==> src/rtl/uart_tx_frame_if.sv <==
// Request/status bundle between a frame producer and the UART transmitter.
interface uart_tx_frame_if #(
  parameter int DATA_MAX = 8
);
  logic                tx_start;
  logic [DATA_MAX-1:0] d_in;
  logic [3:0]          data_bits;
  logic [2:0]          parity_mode;
  logic [1:0]          stop_bits;
  logic                tx_ready;
  logic                tx_done;
  logic                tx_out;

  // Producer side: issues requests, watches handshake and line.
  modport master (
    output tx_start, d_in, data_bits, parity_mode, stop_bits,
    input  tx_ready, tx_done, tx_out
  );

  // Transmitter side.
  modport slave (
    input  tx_start, d_in, data_bits, parity_mode, stop_bits,
    output tx_ready, tx_done, tx_out
  );
endinterface

==> src/rtl/uart_tx_frame.sv <==
// UART transmitter with per-frame data length, parity and stop length.
// Frame settings are captured into shadow registers on acceptance so the
// producer may change its inputs freely while a frame is on the line.
module uart_tx_frame #(
  parameter int NUM_TICKS = 16,
  parameter int DATA_MAX  = 8
) (
  input  logic            clk,
  input  logic            reset,
  input  logic            tick,
  uart_tx_frame_if.slave  bus
);
  localparam int SW = $clog2(NUM_TICKS * 2);
  localparam logic [SW-1:0] LAST_BIT  = SW'(NUM_TICKS - 1);
  localparam logic [SW-1:0] LAST_1P5  = SW'((NUM_TICKS * 3) / 2 - 1);
  localparam logic [SW-1:0] LAST_2    = SW'(NUM_TICKS * 2 - 1);
  localparam logic [3:0]    DMAX      = 4'(DATA_MAX);

  typedef enum logic [2:0] {IDLE, START, DATA, PARITY, STOP} state_t;

  state_t              state_q, state_d;
  logic [SW-1:0]       s_q, s_d;
  logic [3:0]          n_q, n_d;
  logic [DATA_MAX-1:0] shift_q, shift_d;
  logic [3:0]          nbits_q, nbits_d;
  logic                pen_q, pen_d;
  logic                par_q, par_d;
  logic [1:0]          stop_q, stop_d;
  logic                tx_q, tx_d;
  logic                ready_q, ready_d;
  logic                done_q, done_d;

  logic [3:0]          nbits_in;
  logic [DATA_MAX-1:0] masked;
  logic                pen_in;
  logic                par_in;
  logic [SW-1:0]       stop_last;

  // Clamp the requested data length into 5..DATA_MAX.
  always_comb begin
    nbits_in = bus.data_bits;
    if (bus.data_bits < 4'd5)
      nbits_in = 4'd5;
    else if (bus.data_bits > DMAX)
      nbits_in = DMAX;
  end

  // Only the bits that will actually be sent take part in parity.
  for (genvar gi = 0; gi < DATA_MAX; gi++) begin : g_mask
    assign masked[gi] = bus.d_in[gi] & (4'(gi) < nbits_in);
  end

  // Parity enable and parity bit for the request being presented.
  always_comb begin
    pen_in = 1'b0;
    par_in = 1'b0;
    case (bus.parity_mode)
      3'd1:    begin pen_in = 1'b1; par_in = ^masked;  end
      3'd2:    begin pen_in = 1'b1; par_in = ~^masked; end
      3'd3:    begin pen_in = 1'b1; par_in = 1'b1;     end
      3'd4:    begin pen_in = 1'b1; par_in = 1'b0;     end
      default: begin pen_in = 1'b0; par_in = 1'b0;     end
    endcase
  end

  // Final tick index of the stop period for the latched stop length.
  always_comb begin
    case (stop_q)
      2'd0:    stop_last = LAST_BIT;
      2'd1:    stop_last = LAST_1P5;
      default: stop_last = LAST_2;
    endcase
  end

  // Next-state and line value; the line is registered so it changes on
  // the edge that samples the last tick of each bit.
  always_comb begin
    state_d = state_q;
    s_d     = s_q;
    n_d     = n_q;
    shift_d = shift_q;
    nbits_d = nbits_q;
    pen_d   = pen_q;
    par_d   = par_q;
    stop_d  = stop_q;
    tx_d    = tx_q;
    ready_d = ready_q;
    done_d  = 1'b0;
    case (state_q)
      IDLE: begin
        tx_d = 1'b1;
        if (ready_q && bus.tx_start) begin
          shift_d = bus.d_in;
          nbits_d = nbits_in;
          pen_d   = pen_in;
          par_d   = par_in;
          stop_d  = bus.stop_bits;
          s_d     = '0;
          n_d     = '0;
          tx_d    = 1'b0;
          ready_d = 1'b0;
          state_d = START;
        end
      end
      START: begin
        if (tick) begin
          if (s_q == LAST_BIT) begin
            s_d     = '0;
            n_d     = '0;
            tx_d    = shift_q[0];
            state_d = DATA;
          end else begin
            s_d = s_q + 1'b1;
          end
        end
      end
      DATA: begin
        if (tick) begin
          if (s_q == LAST_BIT) begin
            s_d     = '0;
            shift_d = {1'b0, shift_q[DATA_MAX-1:1]};
            if (n_q == nbits_q - 4'd1) begin
              if (pen_q) begin
                tx_d    = par_q;
                state_d = PARITY;
              end else begin
                tx_d    = 1'b1;
                state_d = STOP;
              end
            end else begin
              n_d  = n_q + 4'd1;
              tx_d = shift_q[1];
            end
          end else begin
            s_d = s_q + 1'b1;
          end
        end
      end
      PARITY: begin
        if (tick) begin
          if (s_q == LAST_BIT) begin
            s_d     = '0;
            tx_d    = 1'b1;
            state_d = STOP;
          end else begin
            s_d = s_q + 1'b1;
          end
        end
      end
      STOP: begin
        tx_d = 1'b1;
        if (tick) begin
          if (s_q == stop_last) begin
            s_d     = '0;
            done_d  = 1'b1;
            ready_d = 1'b1;
            state_d = IDLE;
          end else begin
            s_d = s_q + 1'b1;
          end
        end
      end
      default: begin
        tx_d    = 1'b1;
        ready_d = 1'b1;
        s_d     = '0;
        n_d     = '0;
        state_d = IDLE;
      end
    endcase
  end

  // State and shadow registers; reset forces the idle line at once.
  always_ff @(posedge clk or negedge reset) begin
    if (!reset) begin
      state_q <= IDLE;
      s_q     <= '0;
      n_q     <= '0;
      shift_q <= '0;
      nbits_q <= '0;
      pen_q   <= 1'b0;
      par_q   <= 1'b0;
      stop_q  <= '0;
      tx_q    <= 1'b1;
      ready_q <= 1'b1;
      done_q  <= 1'b0;
    end else begin
      state_q <= state_d;
      s_q     <= s_d;
      n_q     <= n_d;
      shift_q <= shift_d;
      nbits_q <= nbits_d;
      pen_q   <= pen_d;
      par_q   <= par_d;
      stop_q  <= stop_d;
      tx_q    <= tx_d;
      ready_q <= ready_d;
      done_q  <= done_d;
    end
  end

  assign bus.tx_out   = tx_q;
  assign bus.tx_ready = ready_q;
  assign bus.tx_done  = done_q;
endmodule

==> src/flat_wrapper.sv <==
// flat-port wrapper written by rule: the top's interface ports become plain ports
module uart_tx_frame_flat 
#(
  parameter int NUM_TICKS = 16,
  parameter int DATA_MAX  = 8
)
  (clk, reset, tick, bus_tx_start, bus_d_in, bus_data_bits, bus_parity_mode, bus_stop_bits, bus_tx_ready, bus_tx_done, bus_tx_out);
  uart_tx_frame_if #(.DATA_MAX(DATA_MAX)) bus_i ();
  input  logic clk;
  input  logic reset;
  input  logic tick;
  input wire logic [$bits(bus_i.tx_start)-1:0] bus_tx_start;
  input wire logic [$bits(bus_i.d_in)-1:0] bus_d_in;
  input wire logic [$bits(bus_i.data_bits)-1:0] bus_data_bits;
  input wire logic [$bits(bus_i.parity_mode)-1:0] bus_parity_mode;
  input wire logic [$bits(bus_i.stop_bits)-1:0] bus_stop_bits;
  output wire logic [$bits(bus_i.tx_ready)-1:0] bus_tx_ready;
  output wire logic [$bits(bus_i.tx_done)-1:0] bus_tx_done;
  output wire logic [$bits(bus_i.tx_out)-1:0] bus_tx_out;
  assign bus_i.tx_start = bus_tx_start;
  assign bus_i.d_in = bus_d_in;
  assign bus_i.data_bits = bus_data_bits;
  assign bus_i.parity_mode = bus_parity_mode;
  assign bus_i.stop_bits = bus_stop_bits;
  assign bus_tx_ready = bus_i.tx_ready;
  assign bus_tx_done = bus_i.tx_done;
  assign bus_tx_out = bus_i.tx_out;
  uart_tx_frame #(.NUM_TICKS(NUM_TICKS), .DATA_MAX(DATA_MAX)) u_core (.clk(clk), .reset(reset), .tick(tick), .bus(bus_i));
endmodule
==> config.mk <==
export PLATFORM = sky130hd
export DESIGN_NAME = uart_tx_frame_flat
export DESIGN_NICKNAME = d
export VERILOG_FILES = /design/src/rtl/uart_tx_frame_if.sv /design/src/rtl/uart_tx_frame.sv /design/src/flat_wrapper.sv
export SDC_FILE = /design/constraint.sdc
export NUM_CORES = 1
export LEC_CHECK = 0
export CAP_MARGIN = 20
export CORE_MARGIN = 3
export CORE_UTILIZATION = 45
export CTS_CLUSTER_DIAMETER = 40
export CTS_CLUSTER_SIZE = 16
export DETAILED_ROUTE_END_ITERATION = 10
export PLACE_DENSITY = 0.67
export SLEW_MARGIN = 40
export SYNTH_ARGS = -nofsm -noshare
export SYNTH_HDL_FRONTEND = slang
export SYNTH_SLANG_ARGS = --single-unit
==> constraint.sdc <==
create_clock -name clk -period 3.98 [get_ports clk]
set_input_delay 0.597 -clock clk [delete_from_list [all_inputs] [get_ports clk]]
set_output_delay 0.597 -clock clk [all_outputs]
set_load 0.01 [all_outputs]
== After elaboration in Yosys (flattened, before gate mapping) ==
Index checks and enable logic that the tools add are counted.

* Divide/modulo/power cells: 0
* $lt $le $gt $ge: 10
* Reductions and logical operators: 16
* Mux-type cells: 51
* Equality and inequality tests: 24
* Shift-type cells: 0
* Add/subtract/negate cells: 3
* Bitwise logic cells: 10
* Multipliers: 0

{| class="wikitable"
|+ Operators with widths
! operator !! count
|-
| 2-to-1 mux 3 bit || 11
|-
| 2-to-1 mux 4 bit || 8
|-
| 2-to-1 mux 5 bit || 5
|-
| 2-to-1 mux 8 bit || 3
|-
| less-than comparator 3 x 4 -> 1 bit, first input constant || 4
|-
| 2-to-1 mux 1 bit || 16
|-
| case mux 4 bit (4 select lines) || 1
|-
| case mux 8 bit (2 select lines) || 1
|-
| case mux 3 bit (5 select lines) || 1
|-
| case mux 5 bit (3 select lines) || 1
|-
| != test 2 x 1 -> 1 bit, second input constant || 7
|-
| == test 3 x 2 -> 1 bit, second input constant || 4
|-
| != test 2 bit, second input constant || 5
|-
| case mux 5 bit (2 select lines) || 1
|-
| AND reduction 10 bit || 1
|-
| AND 1 bit || 8
|-
| less-than comparator 1 x 4 -> 1 bit, first input constant || 2
|-
| less-than comparator 2 x 4 -> 1 bit, first input constant || 2
|-
| AND reduction 4 bit || 2
|-
| XNOR reduction 8 bit || 1
|-
| parity 8 bit || 1
|-
| AND reduction 7 bit || 1
|-
| == test 3 x 1 -> 1 bit, second input constant || 2
|-
| == test 3 bit, second input constant || 2
|-
| other kinds (22) || 24
|}

* Memory bits (writable): 0
* Bits in read-only memories: 0
* Word-level logic and storage cells: 125
* Flip-flop bits (word level): 31
* Output and inout port bits: 3
* Latch bits: 0
* Memories kept: 0

== Logic depth before layout (Yosys ltp) ==
* Word-level depth: 7
* Mapped depth: 10
* Mapped depth without buffers: 10

== Worst setup path after synthesis ==
Ideal clock, no wire load.

* Path type: reg-to-reg
* Start: register u_core.s_q[0]
* End: register u_core.n_q[3]
* Slack: 1.775 ns
* Arrival time: 2.127 ns
* Buffers on the path: 0
* Cell stages (with the launch flop): 10
* Required time: 3.903 ns
* Library setup time: 0.077 ns
* Cells stage by stage: dfrtp_1 > ha_1 > nand3_1 > inv_1 > ha_1 > nand2_1 > a221o_1 > a311o_1 > or3_1 > a21oi_1

* Word-level cells in the longest chain between the ends: 3

{| class="wikitable"
|+ Ends and longest elaborated chain
! item !! line !! source
|-
| start, declared || uart_tx_frame.sv:22 || <nowiki>logic [SW-1:0] s_q, s_d;</nowiki>
|-
| start signal, assigned || uart_tx_frame.sv:177 || <nowiki>s_q <= '0;</nowiki>
|-
| start signal, assigned || uart_tx_frame.sv:189 || <nowiki>s_q <= s_d;</nowiki>
|-
| == test 5 x 4 -> 1 bit (*) || uart_tx_frame.sv:107, uart_tx_frame.sv:119 ||
|-
| != test 2 x 1 -> 1 bit (no source line) || - ||
|-
| AND reduction 7 bit (no source line) (*) || - ||
|-
| end signal, assigned || uart_tx_frame.sv:190 || <nowiki>n_q <= n_d;</nowiki>
|-
| end, declared || uart_tx_frame.sv:23 || <nowiki>logic [3:0] n_q, n_d;</nowiki>
|}

Every way passes the cells marked *; elsewhere a longest branch is shown, timed or not.
A chain may end at the register's enable or synchronous reset.

== Final worst setup path ==
* Start: register u_core.s_q[1]
* End: register u_core.n_q[3]

The elaborated chain is that of the path after synthesis.

==> summary.md <==
| Metric | Value |
|---|---|
| Cell count after synthesis | `195` |
| Cells after DPL | `261` |
| Port bufs | `23` |
| Largest net degree at the start of global routing | `32` |
| Final setup vio count | `0` |
| GP Congestion | `0.770` |
| Setup_tns | `0 ps` |
| Yosys top cell by area | `dfrtp_1` |
| Nets | `246` |
| Wire per inst | `13.4 um` |
| CTS buffer count | `5` |
| Die area | `4770 um^2` |
| Vias per cell | `5.42` |
| Unrepaired setup endpoints after global routing | `false` |
| Largest cells by area after synthesis | `dfrtp_1 (41%), nand2_1 (5.2%), xnor2_1 (4.9%), a21oi_1 (4.7%), o21ai_0 (4.2%)` |
| Initial antenna violation count | `0` |
| Dpl hpwl | `2.68 mm` |
| CTS Buffer Depth | `2` |
| Post-CTS Hold Buffers | `0` |
| Crit Path Class | `flop to flop` |
| Int Power | `0.477 mW` |
| Root Driver | `clkbuf_8` |
| Initial Utilization | `47.9%` |
| Max_cap viols | `0` |
| CP top delay family | `compound AO/OA/AOI/OAI gates` |
| Rel. slew slack | `57.4%` |
| Sequential area share after synthesis | `43.4%` |
| Share of cells above drive strength 1 | `7.27%` |
| Crit-path max FO | `7` |
| Hold Crit Start | `u_core.par_q` |
| Non-Filler Instances | `268` |
| Post-synth ARST share | `100%` |
| # rows | `22` |
| Post-synth EDFFs | `0` |
| Initial detailed-routing violation count | `47` |
| Crit path max-delay cell type | `a311o_1` |
| Worst min-delay path class | `flop to flop` |
| Yosys top cell area share | `40.5%` |
| Worst-path clk slew | `60 ps` |
| Crit path buf inv count | `1` |
| DIE HEIGHT | `69.1 um` |
| Setup bufs post-CTS | `0` |
| Crit path depth | `9` |
| Mapped cell area | `1790 um^2` |
| # DRC | `0` |
| # clock sinks | `31` |
| RR Startpoint | `u_core.s_q[1]` |
| Yosys warns | `0` |
| Routed Antenna Nets | `0` |
| PostCTS Resize Cnt | `0` |
| WL final | `3.60 mm` |
| Clk Latency, worst-skew pair | `270 ps` |
| Net Count, Synth | `221` |
| Power Density | `284 nW/um^2` |
| Worst Hold End | `u_core.par_q` |
| Tot GR Track Use | `15.6%` |
| First-pass GRT wire length | `6.27 mm` |
| Top post-synthesis cells by count | `dfrtp_1 (29), nand2_1 (25), nor2_1 (19), a21oi_1 (17), o21ai_0 (15)` |
| Max rail drop VDD | `0.000217 V` |
| IO Count | `24` |
| CP endpoint kind | `flop` |
| Fin worst setup slack | `1540 ps` |
| Status | `finished clean` |
| LEAKAGE | `0.959 nW` |
| 1st-pass router iterations | `4` |
| Synthesized flop and latch total | `31` |
| Sequential Power Share | `53.3%` |
| CP dominant cell by count | `ha_1` |
| Fmax | `409 MHz` |
| CP max stage delay | `400 ps` |
| Gate power share | `10.3%` |
| Clock share of power | `36.4%` |
| Most numerous cell in the Yosys netlist | `dfrtp_1` |
| Worst R2R Setup Slack | `1540 ps` |
| Core ar. | `3740 um^2` |
| WHS Path Cells | `2` |
| Post-synthesis average cell area | `9.19 um^2` |
| CP cell instances | `ha_1 -> nand3_1 -> inv_1 -> ha_1 -> nand2_1 -> a221o_1 -> a311o_1 -> or3_1 -> a21oi_1` |
| P_sw | `0.131 mW` |
| Worst R2R Path Depth | `9` |
| Grt ovf | `0` |
| Layout area overhead | `19.5%` |
| Main synth FF type | `dfrtp_1` |
| Min Tclk post-route | `2440 ps` |
| Critical path required time | `4180 ps` |
| Vias in the first global route | `1486` |
| Final slew viol count | `0` |
| Vias | `1452` |
| Total power | `0.608 mW` |
| CP startpoint kind | `flop` |
| Final Cycle Share | `61.4%` |
| Post-Route Skew | `7.62 ps` |
| Worst slack at placement | `1370 ps` |
| Final Hold Viols | `0` |
| Ant diodes | `0` |
| H-tree depth | `2` |
| CTS tree | `done` |
| Reg2Reg Capture Point | `u_core.n_q[3]` |
| Netlist cell types | `40` |
| Worst Tran Pin Value | `632 ps` |
| WP data arrival | `2640 ps` |
| Fin Hold WS | `489 ps` |
| DIE WIDTH | `69.1 um` |
| Switch share | `21.5%` |
registers in the layout (all words and copies together), names as in the netlist:
signal               cells
u_core.pen_q             1
u_core.par_q             1
u_core.s_q               5
u_core.bus.tx_out        1
u_core.bus.tx_done       1
u_core.n_q               4
u_core.bus.tx_ready      1
u_core.state_q           3
u_core.shift_q           8
u_core.nbits_q           4
u_core.stop_q            2
power by group through the flow:
stage | Sequential (mW) | Clock [mW] | Combinational, mW
finish | 0.324 | 0.221 | 0.0626
global route | 0.324 | 0.243 | 0.0695
CTS | 0.324 | 0.231 | 0.0635
detailed placement | 0.329 | 0 | 0.0633
global placement | 0.329 | 0 | 0.0610
floorplan | 0.329 | 0 | 0.0276
worst reg2reg max path, stage by stage (launching register included):
cell and delay, ps:
dfrtp_1 380, ha_1 250, nand3_1 130, inv_1 90, ha_1 200, nand2_1 120
a221o_1 310, a311o_1 400, or3_1 370, a21oi_1 140
how the worst max path moves through the flow:
stage	startpoint	end	slack, ps
floorplan	u_core.s_q[0]	u_core.n_q[3]	1780
global placement	tick	u_core.n_q[3]	1410
detailed placement	tick	u_core.n_q[3]	1370
CTS	u_core.s_q[0]	u_core.n_q[3]	1550
global route	u_core.state_q[2]	u_core.shift_q[3]	1390
finish	u_core.s_q[1]	u_core.n_q[3]	1540
cell type report:
class	count	area [um^2]
fillers	344	1600
multi-input cells	150	958
flip-flops and latches	31	778
repair buffers	24	238
clock buffers	7	76.3
well taps	48	60.1
inverters	8	30.0
stage by stage:
step	utilization [%]	area, um^2
2_1_floorplan	-	1790
3_3_place_gp	55.0	2060
3_5_place_dp	55.1	2060
4_1_cts	57.2	2140
5_1_grt	57.2	2140
6_report	57.2	2140
routing by layer:
metal	wire [um]	up-vias	global-route usage (%)
met5	0	-	0
met4	27	0	3.69
met3	125	4	4.37
met2	1810	25	27.2
met1	1640	687	19.0
li1	-	736	-
layout by cell type (no fill, tap or decap), types with 5 or more instances in the layout:
cell             instances
nand3_1                  7
nor2_1                  19
xnor2_1                 10
ha_1                     5
o21ai_0                 15
a21oi_1                 16
dfrtp_1                 29
mux2i_1                  7
clkbuf_8                 5
inv_1                    8
clkdlybuf4s50_1         23
nand2_1                 25
logic make-up (layout without fill, tap and decap cells):
kind of cell    after synthesis  after routing  synth area share, %
compound gates               50             50                 17.2
buf+inv                      14             39                 3.28
simple gates                 69             69                 18.1
flops                        31             31                 43.4
fa+ha+maj                     5              5                 3.49
mux                          11             11                 6.42
xor+xnor                     15             15                 8.10
No activity file was read; power rests on OpenSTA's default activity.
